<file path="src/rtl/dmac_reg_bank.sv">
// Channel-0 DMAC register bank: latches the AHB offset, commits slave writes,
// and tracks channel enable/start and terminal-count interrupt state.
module dmac_reg_bank #(
    parameter int ADDR_W = 12
) (
    input  logic              s_HCLK,
    input  logic              s_HRESETn,
    input  logic [31:0]       s_HADDR,
    input  logic [31:0]       s_HWDATA,
    input  logic              load_ahb_addr,
    input  logic              write_out_reg,
    input  logic              ch_done,
    output logic [ADDR_W-1:0] DMAC_HADDR_REG,
    output logic [31:0]       DMAC_Configuration,
    output logic [31:0]       DMAC_C0_SrcAddr,
    output logic [31:0]       DMAC_C0_DestAddr,
    output logic [31:0]       DMAC_C0_Control,
    output logic [31:0]       DMAC_C0_Configuration,
    output logic              DMACINTR_pend,
    output logic              DMACINTR_mask,
    output logic              DMACINTR,
    output logic              ch_active,
    output logic              ch_start
);

    localparam logic [ADDR_W-1:0] OFF_CFG  = ADDR_W'('h030);
    localparam logic [ADDR_W-1:0] OFF_SRC  = ADDR_W'('h100);
    localparam logic [ADDR_W-1:0] OFF_DST  = ADDR_W'('h104);
    localparam logic [ADDR_W-1:0] OFF_CTL  = ADDR_W'('h10C);
    localparam logic [ADDR_W-1:0] OFF_CCFG = ADDR_W'('h110);

    logic [ADDR_W-1:0] haddr;
    logic              e;
    logic              ce;
    logic [31:0]       src;
    logic [31:0]       dst;
    logic [14:0]       ctl;
    logic              pend;
    logic              mask;
    logic              active_q;
    logic              start_r;

    logic wr_cfg, wr_src, wr_dst, wr_ctl, wr_ccfg;

    assign ch_active = e & ce;

    // Source, destination and control are frozen while the channel runs.
    always_comb begin
        wr_cfg  = write_out_reg && (haddr == OFF_CFG);
        wr_src  = write_out_reg && (haddr == OFF_SRC) && !ch_active;
        wr_dst  = write_out_reg && (haddr == OFF_DST) && !ch_active;
        wr_ctl  = write_out_reg && (haddr == OFF_CTL) && !ch_active;
        wr_ccfg = write_out_reg && (haddr == OFF_CCFG);
    end

    always_ff @(posedge s_HCLK or negedge s_HRESETn) begin
        if (!s_HRESETn) begin
            haddr    <= '0;
            e        <= 1'b0;
            ce       <= 1'b0;
            src      <= '0;
            dst      <= '0;
            ctl      <= '0;
            pend     <= 1'b0;
            mask     <= 1'b0;
            active_q <= 1'b0;
            start_r  <= 1'b0;
        end else begin
            if (load_ahb_addr)
                haddr <= s_HADDR[ADDR_W-1:0];
            if (wr_cfg)
                e <= s_HWDATA[0];
            if (wr_src)
                src <= s_HWDATA;
            if (wr_dst)
                dst <= s_HWDATA;
            if (wr_ctl)
                ctl <= s_HWDATA[14:0];
            if (wr_ccfg) begin
                ce   <= s_HWDATA[0];
                mask <= s_HWDATA[1];
                if (s_HWDATA[2])
                    pend <= 1'b0;
            end
            // Terminal count overrides a coincident software write.
            if (ch_done) begin
                ce   <= 1'b0;
                pend <= 1'b1;
            end
            active_q <= ch_active;
            start_r  <= ch_active & ~active_q;
        end
    end

    assign DMAC_HADDR_REG        = haddr;
    assign DMAC_Configuration    = {31'b0, e};
    assign DMAC_C0_SrcAddr       = src;
    assign DMAC_C0_DestAddr      = dst;
    assign DMAC_C0_Control       = {17'b0, ctl};
    assign DMAC_C0_Configuration = {31'b0, ce};
    assign DMACINTR_pend         = pend;
    assign DMACINTR_mask         = mask;
    assign DMACINTR              = pend & mask;
    assign ch_start              = start_r;

endmodule

</file>
<file path="config.mk">
export PLATFORM = sky130hd
export DESIGN_NAME = dmac_reg_bank
export DESIGN_NICKNAME = d
export VERILOG_FILES = /design/src/rtl/dmac_reg_bank.sv
export SDC_FILE = /design/constraint.sdc
export NUM_CORES = 1
export LEC_CHECK = 0
export ABC_CLOCK_PERIOD_IN_PS = 3860
export CAP_MARGIN = 5
export CORE_UTILIZATION = 42
export CTS_CLUSTER_SIZE = 24
export DETAILED_ROUTE_END_ITERATION = 7
export PLACE_DENSITY = 0.92
export SLEW_MARGIN = 20
export SYNTH_ARGS = -nofsm -noshare
export SYNTH_HDL_FRONTEND = slang
export SYNTH_SLANG_ARGS = --single-unit
</file>
<file path="constraint.sdc">
create_clock -name s_HCLK -period 3.86 [get_ports s_HCLK]
set_input_delay 0.965 -clock s_HCLK [delete_from_list [all_inputs] [get_ports s_HCLK]]
set_output_delay 0.965 -clock s_HCLK [all_outputs]
set_load 0.005 [all_outputs]
</file>
==> flow_metrics.tcl, run 1 <==
set metrics [dict create \
    core-area_mm2 0.01028 \
    ctsResizeCount 0 \
    cts.clk_slew.worst_paths_ns 0.09 \
    antenna_found_initial 0 \
    p_per_area_mw_per_mm2 320.3 \
    clk_latency_ns 0.36 \
    io_pins 246 \
    max_freq_mhz 375.9 \
    synth_top_area_share_pct 54.72 \
    synth_cell_types 24 \
    maxCapViolCount 0 \
    hold_violations 0 \
    synth_edf_count 0 \
    ctsHtreeMaxLevel 3 \
    hold_ws_ns 0.4149 \
    cts_setup_buffers 0 \
    antenna_cells 0 \
    cts_buffer_depth 2 \
    final_cells 595 \
    cts_buffers 9 \
    seqCellArea_mm2 0.002427 \
    grt_usage_pct 16.58 \
    r2r_cells 3 \
    yosysSeqAreaShare_pct 54.72 \
    viasPerCell 4.450 \
    crit_buf_inv 1 \
    period_needed_ns 2.660 \
    die_height_um 104.8 \
    area_growth_syn_to_layout_pct 33.09 \
    wire_per_inst_um 14.50 \
    synth_area_mm2 0.004436 \
    ant_nets 0 \
    worstReg2RegEnd "ctl[4]$_DFFE_PN0P_" \
    routed_wl_um 8626 \
    yosysMostFrequentCell "dfrtp_1" \
    finalSetupTns_ns 0 \
    drtPass1Iterations 4 \
    worstSetupPathType "input pin to flop" \
    crit_start "write_out_reg" \
    cts_root_buffer "clkbuf_8" \
    critical_path_depth 4 \
    grt_pass1_wl_um 14110 \
    status "finished, final reports clean" \
    final_cell_area_mm2 0.005903 \
    post-synth-top-area-cell "dfrtp_1" \
    vias 2648 \
    rsz0062_at_grt "false" \
    nFillCells 832 \
    hpwl_um 6384 \
    numClockSinks 97 \
    synth_ff_type "dfrtp_1" \
    initial_utilization_pct 43.16 \
    slew_violations 0 \
    synth_area_leaders "dfrtp_1 (55%), mux2_2 (19%), buf_4 (14%)" \
    place_area_mm2 0.005704 \
    portBuffers 146 \
    die_w_um 104.8 \
    post-place-cells 579 \
    drcViolationCount 0 \
    slowest_delay_ns 0.62 \
    required_ns 4.10 \
    grt_max_degree 89 \
    fin_nets 523 \
    power_mw 1.891 \
    place.gp.congestion 0.6985 \
    tightest_slew_ns 0.7710 \
    synthCells 303 \
    drive_gt1_share_pct 25.93 \
    critPathSlowestCell "nand4_2" \
    endpoint "ctl[4]$_DFFE_PN0P_" \
    setup_violations 0 \
    die-area_mm2 0.01098 \
    yosysWarningCount 0 \
    cts_tree "yes" \
    fin_crit_sh_pct 68.92 \
    multi_input_area_mm2 0.001607 \
    r2r_slack_ns 1.74 \
    end_kind "flop" \
    crit_path_start_kind "input pin" \
    cp_cell_sequence "clkdlybuf4s50_1 -> nor4b_4 -> nand4_2 -> mux2_4" \
    synth_top_cells_by_count "dfrtp_1 (97), buf_4 (81), mux2_2 (76), mux2_4 (17), buf_6 (7)" \
    arrival_ns 2.90 \
    fin_skew_ns 0.01175 \
    crit_fanout 15 \
    rows 37 \
    ys_seq_elements 97 \
    power.static_leakage_nw 2.908 \
    drtIter0Drc 32 \
    post-route-util_pct 57.44 \
    avgSynthCellArea_um2 14.64 \
    async_reset_ff_share_pct 100.0 \
    grt_overflow 0 \
    setup_ws_ns 1.200 \
    hold_class "flop to flop" \
    critPathTopFamily "simple AND/OR/NAND/NOR gates" \
    relSlewSlack_pct 48.60 \
    cts_hold_buf 0 \
    r2r_start "DMAC_HADDR_REG[1]$_DFFE_PN0P_" \
    max-vdd-ir-drop_v 0.0002130 \
    grt_pass1_vias 2759 \
    dp_slack_ns 0.7670 \
]
## registers in the layout (all words and copies together) (netlist names)
name	count
ch_start	1
DMAC_HADDR_REG	12
e	1
ctl	15
DMACINTR_mask	1
active_q	1
DMAC_C0_SrcAddr	32
ce	1
DMACINTR_pend	1
DMAC_C0_DestAddr	32
## where the power goes
group | switching, mW | internal (mW)
Combinational | 0.0747 | 0.105
Sequential | 0.0232 | 1.04
Clock | 0.344 | 0.306
## layer usage
metal	GRT usage [%]	part of all wire [%]
met1	19.21	40
met5	0	0
met3	5.115	7.9
met4	5.131	1.3
met2	29.23	51
## cells in the final DEF (no fill, tap or decap), types with 2 or more instances in the layout
| cell | instances |
|---|---|
| conb_1 | 79 |
| buf_4 | 5 |
| dfrtp_1 | 97 |
| mux2_4 | 17 |
| clkdlybuf4s50_1 | 145 |
| nand4_2 | 3 |
| nor2b_1 | 3 |
| inv_6 | 2 |
| clkbuf_1 | 2 |
| nand2_1 | 2 |
| mux2_2 | 76 |
| clkbuf_8 | 9 |
| and2_1 | 2 |
## worst min path at each step
stage,slack (ns),depth (start not counted),start,endpoint
floorplan,0.38,1,active_q$_DFF_PN0_,ch_start$_DFF_PN0_
global placement,0.38,1,active_q$_DFF_PN0_,ch_start$_DFF_PN0_
detailed placement,0.40,1,active_q$_DFF_PN0_,ch_start$_DFF_PN0_
CTS,0.41,1,active_q$_DFF_PN0_,ch_start$_DFF_PN0_
global route,0.45,1,active_q$_DFF_PN0_,ch_start$_DFF_PN0_
finish,0.41,1,active_q$_DFF_PN0_,ch_start$_DFF_PN0_
## kinds of logic after synthesis
group / count (synthesis) / synth area share [%]
AO/OA/AOI/OAI: 2 / 0.2539
buffers and inverters: 90 / 15.66
flip-flops: 97 / 54.73
multiplexers: 94 / 25.27
other: 1 / 0.08455
AND/OR/NAND/NOR: 19 / 4.006
## worst register-to-register path: stages (launching register included)
cell	delay, ns
dfrtp_1	0.43
nor4_4	0.44
nand4_2	0.62
mux2_4	0.51
## area by class of cell
class / instances / area share, %
Inverter: 1 / 0.06359
Clock buffer: 11 / 2.226
Tap cell: 136 / 2.883
Clock inverter: 5 / 1.081
Multi-Input combinational cell: 194 / 27.21
Sequential cell: 97 / 41.12
Timing Repair Buffer: 151 / 25.41
(Power assumes the default switching activity.)
==> inputs of run 2 (changes only) <==
--- a/config.mk
+++ b/config.mk
@@ -5,12 +5,12 @@
 export SDC_FILE = /design/constraint.sdc
 export NUM_CORES = 1
 export LEC_CHECK = 0
-export ABC_CLOCK_PERIOD_IN_PS = 3860
+export ABC_CLOCK_PERIOD_IN_PS = 2310
 export CAP_MARGIN = 5
-export CORE_UTILIZATION = 42
+export CORE_UTILIZATION = 35
 export CTS_CLUSTER_SIZE = 24
 export DETAILED_ROUTE_END_ITERATION = 7
-export PLACE_DENSITY = 0.92
+export PLACE_DENSITY = 0.83
 export SLEW_MARGIN = 20
 export SYNTH_ARGS = -nofsm -noshare
 export SYNTH_HDL_FRONTEND = slang
==> constraint.sdc (replaced) <==
create_clock -name s_HCLK -period 2.31 [get_ports s_HCLK]
set_input_delay 0.5775 -clock s_HCLK [delete_from_list [all_inputs] [get_ports s_HCLK]]
set_output_delay 0.5775 -clock s_HCLK [all_outputs]
set_load 0.005 [all_outputs]
==> flow_metrics.tcl, run 2 (synthesis results as in run 1) <==
set metrics [dict create \
    slew_violations 0 \
    required_ns 1.73 \
    hpwl_um 6642 \
    tightest_slew_ns 0.5958 \
    setup_violations 0 \
    power.switching_uw 754.3 \
    rsz0062_at_grt "false" \
    antenna_found_initial 0 \
    ctsResizeCount 0 \
    ctsHtreeMaxLevel 3 \
    routed_wl_um 8961 \
    drive_gt1_share_pct 25.65 \
    status "finished, final reports clean" \
    share_comb_of_total_power_pct 8.6 \
    cp_cell_sequence "and2_1 -> clkdlybuf4s50_1" \
    hold_class "input pin to async pin" \
    slowest_delay_ns 0.52 \
    grt_usage_pct 14.58 \
    p_sw_share_pct 21.32 \
    final_cell_mix "clkdlybuf4s50_1 (145), dfrtp_1 (97), conb_1 (79), mux2_2 (76), mux2_4 (17)" \
    grt_pass1_wl_um 14260 \
    crit_buf_inv 1 \
    hold_violations 0 \
    cts_buffers 9 \
    cts_tree "yes" \
    numClockSinks 97 \
    die_w_um 114.6 \
    portBuffers 146 \
    worstSetupPathType "flop to output pin" \
    vias 2614 \
    max-vdd-ir-drop_v 0.0003531 \
    grt_overflow 0 \
    power.static_leakage_nw 2.965 \
    io_pins 246 \
    ant_nets 0 \
    fin_nets 524 \
    initial_utilization_pct 36.47 \
    arrival_ns 1.42 \
    cts_setup_buffers 0 \
    area_growth_syn_to_layout_pct 36.81 \
    cts_hold_buf 0 \
    drcViolationCount 0 \
    antenna_cells 0 \
    max_freq_mhz 501.3 \
    viasPerCell 4.162 \
    cts_root_buffer "clkbuf_16" \
    die-area_mm2 0.01313 \
    critPathTopFamily "buffers and inverters" \
    drtPass1Iterations 4 \
    end_kind "output pin" \
    grt_pass1_vias 2703 \
    relSlewSlack_pct 60.28 \
    core-area_mm2 0.01216 \
    maxCapViolCount 0 \
    cts.clk_slew.worst_paths_ns 0.06 \
    internal_power_mw 2.784 \
    wire_per_inst_um 14.27 \
    crit_path_start_kind "flop" \
    rows 40 \
    p_per_area_mw_per_mm2 583.1 \
    clockPowerShare_pct 41.2 \
    grt_max_degree 53 \
    die_height_um 114.6 \
    cts_buffer_depth 2 \
    critPathSlowestCell "clkdlybuf4s50_1" \
    place.gp.congestion 0.7221 \
    crit_fanout 4 \
    period_needed_ns 1.995 \
    post-route-util_pct 49.90 \
    fin_crit_sh_pct 86.36 \
    mostFrequentLayoutCell "clkdlybuf4s50_1" \
    fin_skew_ns 0.008149 \
    clk_latency_ns 0.34 \
    drtIter0Drc 53 \
    finalSetupTns_ns 0 \
    pwr-share-seq_pct 50.1 \
]
==> run 2: cell count changes in the layout (fill, tap and decap cells not counted), sizes merged <==
cell / before / now
clkbuf: 11 / 14
inv: 3 / 1
buf: 6 / 7
clkinv: 1 / 0
==> run 2: worst register-to-register path, stage by stage, from the launching register on <==
cell,delay (ns)
dfrtp_1,0.42
nor4b_4,0.47
nand4_2,0.14
buf_4,0.26
mux2_4,0.33
==> run 2: per-layer routing <==
metal  track usage (%)  up-vias  wire length, um
met5                 0        -                0
met4             5.714        0              128
met3             6.511       13              898
met2             24.08      147             4464
met1             16.50     1274             3470
li1                  -     1180                -
==> run 2: area by class of cell <==
class / count / area [um2]
well taps: 168 / 210.2
fillers: 1065 / 6093
multi-input cells: 194 / 1607
clock buffers: 14 / 254.0
inverters: 1 / 3.754
repair buffers: 152 / 1529
clock inverters: 2 / 37.54
flip-flops and latches: 97 / 2427
==> run 2: power groups by stage <==
stage	Clock, mW	Sequential (mW)	Combinational, mW
2_1_floorplan	0	1.80	0.185
3_3_place_gp	0	1.80	0.299
4_1_cts	1.52	1.77	0.309
6_report	1.46	1.77	0.305
5_1_grt	1.60	1.78	0.341
3_5_place_dp	0	1.80	0.307
==> run 2: path summary, 6_finish.rpt <==
check | start | end | slack (ns) | depth (start not counted)
min in group s_HCLK | active_q$_DFF_PN0_ | ch_start$_DFF_PN0_ | 0.41 | 1
setup / recovery | e$_DFFE_PN0P_ | ch_active | 0.32 | 2
max in group asynchronous | s_HRESETn | DMAC_HADDR_REG[10]$_DFFE_PN0P_ | 1.37 | 2
hold reg to reg | active_q$_DFF_PN0_ | ch_start$_DFF_PN0_ | 0.41 | 1
setup reg to reg | DMAC_HADDR_REG[9]$_DFFE_PN0P_ | DMAC_C0_DestAddr[12]$_DFFE_PN0P_ | 0.58 | 4
hold / removal | s_HRESETn | DMAC_HADDR_REG[3]$_DFFE_PN0P_ | 0.24 | 1
==> run 2: per-stage QoR <==
step	instances	instance area [um2]	worst slack [ns]	hold WS (ns)	power [mW]
4_1_cts	628	6068	0.2917	0.2556	3.600
2_1_floorplan	381	4728	0.6024	0.2819	1.987
6_report	628	6068	0.3152	0.2360	3.538
5_1_grt	628	6068	0.2464	0.2728	3.719
3_3_place_gp	612	5777	0.06211	0.3825	2.100
3_5_place_dp	612	5777	0.04532	0.4058	2.112
==> inputs of run 3 (changes only) <==
--- a/config.mk
+++ b/config.mk
@@ -5,12 +5,13 @@
 export SDC_FILE = /design/constraint.sdc
 export NUM_CORES = 1
 export LEC_CHECK = 0
-export ABC_CLOCK_PERIOD_IN_PS = 2310
+export ABC_CLOCK_PERIOD_IN_PS = 2600
 export CAP_MARGIN = 5
-export CORE_UTILIZATION = 35
+export CORE_MARGIN = 3
+export CORE_UTILIZATION = 42
 export CTS_CLUSTER_SIZE = 24
 export DETAILED_ROUTE_END_ITERATION = 7
-export PLACE_DENSITY = 0.83
+export PLACE_DENSITY = 0.92
 export SLEW_MARGIN = 20
 export SYNTH_ARGS = -nofsm -noshare
 export SYNTH_HDL_FRONTEND = slang
==> constraint.sdc (replaced) <==
create_clock -name s_HCLK -period 2.6 [get_ports s_HCLK]
set_input_delay 0.65 -clock s_HCLK [delete_from_list [all_inputs] [get_ports s_HCLK]]
set_output_delay 0.65 -clock s_HCLK [all_outputs]
set_load 0.005 [all_outputs]
==> flow_metrics.tcl, run 3 (synthesis results as in run 1) <==
set metrics [dict create \
    ctsHtreeMaxLevel 3 \
    rows 36 \
    p_sw_share_pct 22.86 \
    pwr-share-seq_pct 55.3 \
    slew_violations 0 \
    drtPass1Iterations 3 \
    core-area_mm2 0.01000 \
    required_ns 1.95 \
    die_height_um 108.8 \
    grt_pass1_wl_um 14400 \
    antenna_cells 0 \
    setup_violations 0 \
    arrival_ns 1.47 \
    max_freq_mhz 472.3 \
    crit_path_start_kind "flop" \
    drive_gt1_share_pct 26.52 \
    share_comb_of_total_power_pct 9.6 \
    maxCapViolCount 0 \
    routed_wl_um 9390 \
    power.switching_uw 649.6 \
    ctsResizeCount 0 \
    cts.clk_slew.worst_paths_ns 0.09 \
    p_per_area_mw_per_mm2 479.6 \
    cts_buffers 9 \
    status "finished, final reports clean" \
    r2r_cells 4 \
    rsz0062_at_grt "false" \
    worstReg2RegEnd "DMAC_C0_DestAddr[2]$_DFFE_PN0P_" \
    fin_skew_ns 0.01347 \
    crit_start "ce$_DFFE_PN0P_" \
    r2r_start "DMAC_HADDR_REG[1]$_DFFE_PN0P_" \
    max-vdd-ir-drop_v 0.0002667 \
    relSlewSlack_pct 60.74 \
    die_w_um 108.8 \
    antenna_found_initial 0 \
    cts_hold_buf 0 \
    fin_crit_sh_pct 81.43 \
    ant_nets 0 \
    cts_setup_buffers 0 \
    vias 2613 \
    hpwl_um 7388 \
    r2r_slack_ns 0.86 \
    final_cell_mix "clkdlybuf4s50_1 (145), dfrtp_1 (97), conb_1 (79), mux2_2 (76), mux2_4 (17)" \
    area_growth_syn_to_layout_pct 33.60 \
    cts_buffer_depth 2 \
    cts_root_buffer "clkbuf_8" \
    hold_class "input pin to async pin" \
    period_needed_ns 2.117 \
    power.static_leakage_nw 2.930 \
    crit_fanout 4 \
    tightest_slew_ns 0.5889 \
    io_pins 246 \
    fin_nets 524 \
    clockPowerShare_pct 35.0 \
    grt_usage_pct 16.04 \
    finalSetupTns_ns 0 \
    final_cells 593 \
    grt_pass1_vias 2723 \
    clk_latency_ns 0.36 \
    post-place-cells 577 \
    portBuffers 146 \
    drtIter0Drc 54 \
    place.gp.congestion 0.6857 \
    mostFrequentLayoutCell "clkdlybuf4s50_1" \
    grt_overflow 0 \
    die-area_mm2 0.01183 \
    numClockSinks 97 \
    initial_utilization_pct 44.36 \
    hold_violations 0 \
    wire_per_inst_um 15.83 \
    nFillCells 804 \
    worstSetupPathType "flop to output pin" \
    viasPerCell 4.406 \
    drcViolationCount 0 \
    cts_tree "yes" \
    grt_max_degree 52 \
    end_kind "output pin" \
    internal_power_mw 2.192 \
]
==> run 3: per-stage QoR <==
stage                     worst slack, ns  instance area, um2  hold WS [ns]  total power [mW]  util (%)
after global placement             0.2696                5720        0.3853             1.867     57.21
after detailed placement           0.2512                5720        0.3982             1.878     57.21
after floorplan                    0.8199                4728        0.3544             1.765         -
after global routing               0.4062                5926        0.3238             2.984     59.26
final                              0.4827                5926        0.2916             2.842     59.26
after CTS                          0.4466                5926        0.2957             2.883     59.26
==> run 3: layout make-up <==
cell class / count / area, um2 / share of cell area, %
Clock buffer: 11 / 151.4 / 2.555
Inverter: 1 / 3.754 / 0.06334
Tap cell: 133 / 166.4 / 2.808
Timing Repair Buffer: 152 / 1516 / 25.59
Sequential cell: 97 / 2427 / 40.96
Clock inverter: 5 / 53.80 / 0.9079
Multi-Input combinational cell: 194 / 1607 / 27.11
==> run 3: power groups by stage <==
stage	clock network [mW]	logic [mW]	registers [mW]
6_report	0.996	0.273	1.57
5_1_grt	1.10	0.303	1.58
4_1_cts	1.03	0.276	1.57
3_5_place_dp	0	0.275	1.60
3_3_place_gp	0	0.266	1.60
2_1_floorplan	0	0.164	1.60
==> run 3: how the worst max path moves through the flow <==
stage / to / slack (ns) / cells past startpoint
final: ch_active / 0.48 / 2
after global routing: ch_active / 0.41 / 2
after CTS: ch_active / 0.45 / 2
after detailed placement: DMAC_C0_SrcAddr[13]$_DFFE_PN0P_ / 0.25 / 5
after global placement: DMAC_C0_SrcAddr[2]$_DFFE_PN0P_ / 0.27 / 5
after floorplan: DMAC_C0_DestAddr[11]$_DFFE_PN0P_ / 0.82 / 4
==> run 3: metal layers <==
layer  up-vias  part of all wire (%)  wire (um)  global-route usage, %
met2       142                    52       4923                  28.38
met1      1269                    37       3446                  17.94
li1       1188                     -          -                      -
met3        14                   8.9        833                  4.914
met4         0                   2.0        187                  6.583
met5         -                     0          0                      0
==> run 3: worst max-delay path: stages (launching register included) <==
cell and delay (ns):
dfrtp_1 0.42, and2_1 0.18, clkdlybuf4s50_1 0.51
